[config.mk]
export PLATFORM = sky130hd
export DESIGN_NAME = data_memory
export DESIGN_NICKNAME = d
export VERILOG_FILES = /design/src/rtl/data_memory_pkg.sv /design/src/rtl/data_memory_sat_counter.sv /design/src/rtl/data_memory.sv
export SDC_FILE = /design/constraint.sdc
export NUM_CORES = 2
export LEC_CHECK = 0
export ABC_AREA = 0
export CAP_MARGIN = 20
export CORE_ASPECT_RATIO = 0.75
export CORE_MARGIN = 2
export CORE_UTILIZATION = 57
export DETAILED_ROUTE_END_ITERATION = 12
export HOLD_SLACK_MARGIN = 0.05
export PLACE_DENSITY = 0.88
export SKIP_CTS_REPAIR_TIMING = 1
export SLEW_MARGIN = 20
export SYNTH_ARGS = -nofsm -noshare
export SYNTH_HDL_FRONTEND = slang
export SYNTH_HIERARCHICAL = 1
export SYNTH_SLANG_ARGS = --single-unit
[constraint.sdc]
create_clock -name clk -period 3.47 [get_ports clk]
set_clock_uncertainty 0.1 [all_clocks]
set_input_delay 0.5205 -clock clk [delete_from_list [all_inputs] [get_ports clk]]
set_output_delay 0.5205 -clock clk [all_outputs]
set_load 0.005 [all_outputs]
[src/rtl/data_memory_pkg.sv]
// Shared constants and state encoding for the data memory and its processor.
package data_memory_pkg;

  localparam int AW_DEF = 7;
  localparam int DW_DEF = 32;
  localparam int CNT_W  = 16;

  typedef enum logic {
    ST_INIT = 1'b0,
    ST_RUN  = 1'b1
  } state_e;

endpackage

[src/rtl/data_memory_sat_counter.sv]
// Enable-driven up counter that sticks at all-ones instead of wrapping.
module sat_counter
  import data_memory_pkg::*;
#(
  parameter int W = CNT_W
) (
  input  logic         clk,
  input  logic         rst_n,
  input  logic         i_en,
  output logic [W-1:0] o_count
);

  logic [W-1:0] r_count;

  always_ff @(posedge clk or negedge rst_n) begin
    if (!rst_n) begin
      r_count <= '0;
    end else if (i_en && (r_count != {W{1'b1}})) begin
      r_count <= r_count + W'(1);
    end
  end

  assign o_count = r_count;

endmodule

[src/rtl/data_memory.sv]
// Single-port word memory that zero-fills itself after reset, then serves
// one read or one write per cycle with registered read data and usage counters.
module data_memory
  import data_memory_pkg::*;
#(
  parameter int AW    = AW_DEF,
  parameter int DW    = DW_DEF,
  parameter int DEPTH = 2 ** AW
) (
  input  logic             clk,
  input  logic             rst_n,
  input  logic             CEN,
  input  logic             WEN,
  input  logic             OEN,
  input  logic [AW-1:0]    A,
  input  logic [DW-1:0]    D,
  output logic [DW-1:0]    Q,
  output logic             ready,
  output logic [CNT_W-1:0] rd_cnt,
  output logic [CNT_W-1:0] wr_cnt
);

  state_e          r_state;
  state_e          w_nextState;
  logic            r_go;
  logic [AW-1:0]   r_clrPtr;
  logic [DW-1:0]   r_q;
  logic [DW-1:0]   r_mem [DEPTH];

  logic            w_memWe;
  logic [AW-1:0]   w_memAddr;
  logic [DW-1:0]   w_memData;
  logic            w_rdAcc;
  logic            w_wrAcc;

  // The first edge after reset release only arms clearing, so the sweep of
  // all DEPTH words finishes on edge DEPTH+1.
  always_comb begin
    w_nextState = r_state;
    w_memWe     = 1'b0;
    w_memAddr   = A;
    w_memData   = D;
    w_rdAcc     = 1'b0;
    w_wrAcc     = 1'b0;
    case (r_state)
      ST_INIT: begin
        if (r_go) begin
          w_memWe   = 1'b1;
          w_memAddr = r_clrPtr;
          w_memData = '0;
          if (r_clrPtr == AW'(DEPTH - 1)) begin
            w_nextState = ST_RUN;
          end
        end
      end
      ST_RUN: begin
        if (!CEN) begin
          if (!WEN) begin
            w_memWe = 1'b1;
            w_wrAcc = 1'b1;
          end else begin
            w_rdAcc = 1'b1;
          end
        end
      end
      default: w_nextState = ST_INIT;
    endcase
  end

  always_ff @(posedge clk or negedge rst_n) begin
    if (!rst_n) begin
      r_state  <= ST_INIT;
      r_go     <= 1'b0;
      r_clrPtr <= '0;
      r_q      <= '0;
    end else begin
      r_state <= w_nextState;
      r_go    <= 1'b1;
      if ((r_state == ST_INIT) && r_go) begin
        r_clrPtr <= r_clrPtr + AW'(1);
      end
      if (w_rdAcc) begin
        r_q <= r_mem[A];
      end
    end
  end

  // Storage has no reset; the INIT sweep is what makes it all-zero.
  always_ff @(posedge clk) begin
    if (w_memWe) begin
      r_mem[w_memAddr] <= w_memData;
    end
  end

  sat_counter #(.W(CNT_W)) u_rdCnt (
    .clk     (clk),
    .rst_n   (rst_n),
    .i_en    (w_rdAcc),
    .o_count (rd_cnt)
  );

  sat_counter #(.W(CNT_W)) u_wrCnt (
    .clk     (clk),
    .rst_n   (rst_n),
    .i_en    (w_wrAcc),
    .o_count (wr_cnt)
  );

  assign Q     = OEN ? '0 : r_q;
  assign ready = (r_state == ST_RUN);

endmodule

# After elaboration in Yosys (flattened, before gate mapping)
# Memories as Yosys holds them, arrays and structs flattened. A register that Yosys moved wholly into a read port is not among the register bits.
# Cells that the tools add are included.
# W data, S select, Z words.
[classes]
n_addsub = 3
mul = 0
n_bitwise = 1
magnitude_cmp = 0
n_reduce_logical = 4
n_eq_ne = 3
mux = 18
shifts = 0
n_div = 0
[ops]
columns = ["op", "count"]
rows = [
  ["$mux W32", 3],
  ["$add A16 B1 Y16 const B", 2],
  ["$ne A16 B16 Y1 const B", 2],
  ["$mux W7", 2],
  ["$mux W1", 12],
  ["$add A7 B1 Y7 const B", 1],
  ["$eq A7 B7 Y1 const B", 1],
  ["$logic_and A1 B1 Y1", 3],
  ["$pmux W1 S2", 1],
  ["$logic_not A1 Y1", 1],
  ["$not A1 Y1", 1],
]
[totals]
input_bits = 44
latchBits = 0
mem_bits_rw = 4096
register_bits = 41
elab_cells = 35
n_memories = 1
romBits = 0
[mem_list]
columns = ["name", "depth", "word_bits", "read_ports", "rd_ports_with_merged_regs", "write_ports", "line_no", "source"]
rows = [
  ["r_mem", 128, 32, 1, 1, 1, "data_memory.sv:28", "logic [DW-1:0] r_mem [DEPTH];"],
]

# Depth between registers and ports, before layout
[logic_depth]
depth_word = 5
mapped_depth = 12

# Modules after synthesis
# Netlist, hierarchy kept.
[modules_own_cells]
columns = ["mod", "seq_area_each_um2", "area_each_um2", "cells_each", "n_inst"]
rows = [
  ["data_memory", 124023.9, 159958.4, 7656, 1],
  ["sat_counter (u_rdCnt)", 400.4, 807.0, 72, 1],
  ["sat_counter (u_wrCnt)", 400.4, 803.3, 69, 1],
]

# Least setup slack after synthesis
# Ideal clock, no wire load.
[synth_timing]
path_type = "input to register"
startpoint = "input port A[0]"
endpoint = "memory r_mem[17][0] (netlist name), enable pin"
path_buffers = 7
required_ps = 2949
stages = 10
t_arrival_ps = 3444
path_slack_ps = -495
path_cell_list = "buf_6 > buf_6 > buf_6 > buf_6 > buf_4 > buf_4 > a32oi_1 > nand2b_1 > buf_2 > nor2_1"
[synth_via]
elab_chain_cells = 2
[synth_rtl]
columns = ["item", "line_no", "source"]
rows = [
  ["start: declaration", "data_memory.sv:15", "input logic [AW-1:0] A,"],
  ["$mux W7", "data_memory.sv:47", "if (r_go) begin"],
  ["$mux W7 *", "data_memory.sv:45", "case (r_state)"],
  ["end: declaration", "data_memory.sv:28", ""],
]
# Mark *: on every way between the ends. The rest lies on a longest branch, timed or not.

# Final worst setup path
[layout_timing]
startpoint = "register r_state (netlist: ready)"
endpoint = "register r_q[21], read port of r_mem"
[layout_via]
elab_chain_cells = 1
[layout_rtl]
columns = ["item", "line_no", "source"]
rows = [
  ["start: declaration", "data_memory.sv:23", "state_e r_state;"],
  ["start signal: assignment", "data_memory.sv:77", "r_state <= w_nextState;"],
  ["$mux W1", "data_memory.sv:45", ""],
  ["end: declaration", "data_memory.sv:27", "logic [DW-1:0] r_q;"],
]
# No other way between the ends.
# A chain may end at the register's enable or synchronous reset.

==> flow_metrics.env <==
export IMPL_std_cell_rows=169
export IMPL_drtIter0Drc=20840
export IMPL_rsz0062_at_grt="false"
export IMPL_grtUsageTotal_pct=36.54
export IMPL_drive_above_1_share_pct=26.20
export IMPL_drt_antenna_violating_nets=0
export IMPL_worstHoldPathType="in -> async"
export IMPL_start_util_pct=57.24
export IMPL_post_route_period_util_pct=100.4
export IMPL_critPathRequiredTime_ns=4.21
export IMPL_worstSetupStartpointType="register"
export IMPL_clk_path_buf_depth=4
export IMPL_synthArstFlopShare_pct=1.751
export IMPL_hold_violations=0
export IMPL_crit_path_max_fanout=11
export IMPL_path_buf_inv=2
export IMPL_drt_wirelength_per_cell_um=41.60
export IMPL_worst_slack_ns=-0.01362
export IMPL_critical_path_top_delay_family="compound AO/OA/AOI/OAI gates"
export IMPL_cap_violations=0
export IMPL_dpl_hpwl_mm=300.2
export IMPL_final_util_pct=66.74
export IMPL_placed_area_um2=176900
export IMPL_synth_edf_count=4096
export IMPL_p_leak_nw=62.64
export IMPL_cp_data_arrival_time_ns=4.23
export IMPL_htree_levels=5
export IMPL_ys_flop_type="edfxtp_1"
export IMPL_syn_avg_cell_area_um2=20.72
export IMPL_multi_input_area_um2=35240
export IMPL_max_freq_mhz=287.1
export IMPL_portBuffers=108
export IMPL_cp_slowest_cell="dfrtp_1"
export IMPL_ios=109
export IMPL_synth_area_um2=161600
export IMPL_synth_fp_nets=7844
export IMPL_path_cells="nand3b_1 -> buf_4 -> nor2_1 -> o31ai_1 -> a2111oi_0 -> buf_4 -> a221o_1"
export IMPL_slew_viol_final=0
export IMPL_fin_crit_ns=3.484
export IMPL_place_congestion=1.006
export IMPL_cts_root_buf="clkbuf_16"
export IMPL_clk_pin_slew_ns=0.07
export IMPL_finalSetupViolations=1
export IMPL_drt_pass1_iterations=13
export IMPL_die_area_um2=287800
export IMPL_tritoncts="done"
export IMPL_grt_pass1_vias=93280
export IMPL_routed_wl_mm=531.7
export IMPL_die_y_um=465.1
export IMPL_antenna_found_initial=58
export IMPL_vias_per_cell=7.528
export IMPL_outcome="complete, but fails checks"
export IMPL_setup_worst_path_class="reg -> reg"
export IMPL_synth_warnings=6
export IMPL_grt_first_pass_wirelength_mm=730.8
export IMPL_clkLatencyLatePin_ns=0.92
export IMPL_power_density_nw_per_um2=554.9
export IMPL_cts_buffers=359
export IMPL_cts_sinks=4169
export IMPL_slew_headroom_pct=5.978
export IMPL_yosys_register_bits=4169
export IMPL_cpPeakStageDelay_ns=0.66
export IMPL_violations="design-rule violations, negative setup slack"
export IMPL_fill_cells=15730
export IMPL_worstMarginPinSlew_ns=1.398
export IMPL_yosysSeqAreaShare_pct=77.26
export IMPL_instances_no_fill=12780
export IMPL_yosysUniqueCellTypes=76
export IMPL_area_growth_pct=16.61
export IMPL_vias=96220
export IMPL_stdcell_area_um2=188400
export IMPL_fin_nets=8755
export IMPL_cp_end_kind="register"
export IMPL_grt_overflow=0
export IMPL_synthesis_instances=7797
export IMPL_drc=1
export IMPL_regArea_um2=124800
export IMPL_post_place_cells=12110
export IMPL_grt_max_degree=129
export IMPL_cpMostUsedCell="buf_4"
export IMPL_die_x_um=618.8
export IMPL_totalNegativeSetupSlack_ns=-0.01362
export IMPL_core_area_um2=282300
export IMPL_ir_drop_mv=0.7919
-- registers in the layout, summed over array words and instances (netlist names) --
signal and count:
r_mem 4096, ready 1, r_q 32, u_rdCnt/o_count 16, u_wrCnt/o_count 16, r_clrPtr 7
r_go 1
-- worst register-to-register path: stages (launching register included) --
cell and delay, ns:
dfrtp_1 0.66, nand3b_1 0.44, buf_4 0.40, nor2_1 0.58
o31ai_1 0.50, a2111oi_0 0.47, buf_4 0.18, a221o_1 0.10
-- power breakdown --
| part | leakage, nW | internal [mW] | switching (mW) | total [mW] |
|---|---|---|---|---|
| sequential | 38.4 | 55.7 | 0.206 | 55.9 |
| clock | 5.59 | 21.8 | 19.1 | 40.9 |
| combinational | 18.7 | 2.57 | 5.15 | 7.72 |
-- path summary, 6_finish.rpt --
| path | cells after the start | start | end | slack [ns] |
|---|---|---|---|---|
| setup reg to reg | 7 | ready$_DFF_PN0_ | r_q[21]$_DFFE_PN0P_ | -0.01 |
| setup / recovery | 7 | ready$_DFF_PN0_ | r_q[21]$_DFFE_PN0P_ | -0.01 |
| hold reg to reg | 1 | u_wrCnt/o_count[14]$_DFFE_PN0P_ | u_wrCnt/o_count[14]$_DFFE_PN0P_ | 0.45 |
| min in group clk | 2 | D[1] | r_mem[96][1]$_DFFE_PP_ | 0.28 |
| hold / removal | 2 | rst_n | u_rdCnt/o_count[12]$_DFFE_PN0P_ | 0.25 |
| max in group asynchronous | 3 | rst_n | u_wrCnt/o_count[5]$_DFFE_PN0P_ | 2.25 |
-- logic make-up (layout without fill, tap and decap cells) --
logic type | count (synthesis) | in the layout | share of synthesized area [%]
AOI/OAI and AO/OA | 855 | 855 | 3.739
xor gates and xnor gates | 32 | 32 | 0.1735
adders and majority gates | 3 | 3 | 0.02323
buffers and inverters | 465 | 1661 | 1.694
DFF | 4169 | 4169 | 77.26
muxes | 1608 | 1608 | 15.08
other | 1 | 28 | 0.002321
and+or+nand+nor | 664 | 664 | 2.035
-- layer usage --
layer  global-route usage (%)  part of all wire [%]  up-vias
met3                    16.59                    19     2407
met4                    20.58                   7.4       36
met1                    45.09                    30    47860
li1                         -                     -    34320
met5                   0.3953                 0.068        -
met2                    53.81                    44    11590
-- synthesized netlist by cell type, types with 25 or more instances --
cell      count  area share, %
edfxtp_1   4096             76
mux2i_1     888            5.5
mux4_2      653            9.1
nor2_1      226           0.53
o22ai_1     189           0.73
clkbuf_1    156           0.36
nor3_1      136           0.42
a21oi_1     132           0.41
buf_4       108           0.50
buf_2       104           0.32
a211oi_1     88           0.41
a22oi_1      86           0.40
nor2b_1      79           0.31
nand2_1      76           0.18
dfrtp_1      73            1.1
o21ai_0      72           0.22
mux2_2       65           0.45
o221ai_1     51           0.28
buf_6        49           0.34
and2_1       48           0.19
a221oi_1     43           0.23
a221o_1      36           0.22
buf_1        25          0.058
nand3_1      25          0.077
o31ai_1      25           0.12
-- placed cells by master (no fill, tap or decap), types with 35 or more instances in the layout --
master,netlist,routed
o21ai_0,72,72
nor2b_1,79,77
nand2_1,76,68
o22ai_1,189,189
buf_4,108,547
nor2_1,226,94
dfrtp_1,73,73
edfxtp_1,4096,4096
clkbuf_16,0,363
mux4_2,653,653
a221o_1,36,36
clkinv_2,0,73
buf_12,1,344
mux2i_1,888,888
clkdlybuf4s50_1,0,102
a22oi_1,86,86
nor3_1,136,134
o221ai_1,51,51
mux2_2,65,65
nor2_4,0,131
a21oi_1,132,132
a221oi_1,43,35
a211oi_1,88,83
clkinv_1,1,66
clkbuf_1,156,72
-- metrics by stage --
stage / hold slack (ns) / setup WS, ns / power [mW]
2_1_floorplan: 0.1249 / -0.4952 / 60.40
3_3_place_gp: 0.4155 / -0.6809 / 63.73
3_5_place_dp: 0.4234 / -0.7420 / 64.05
4_1_cts: -0.3394 / 0.1622 / 103.8
5_1_grt: 0.2856 / 0.1171 / 105.8
6_report: 0.2475 / -0.01362 / 104.6
-- cell type report --
cell class	count	area share [%]
flip-flops and latches	4169	66.25
inverters	15	0.03121
diodes	27	0.03586
clock buffers	438	4.987
multi-input cells	3163	18.70
clock inverters	208	1.072
repair buffers	1000	6.423
well taps	3762	2.498
Power figures use the tool's default switching activity.
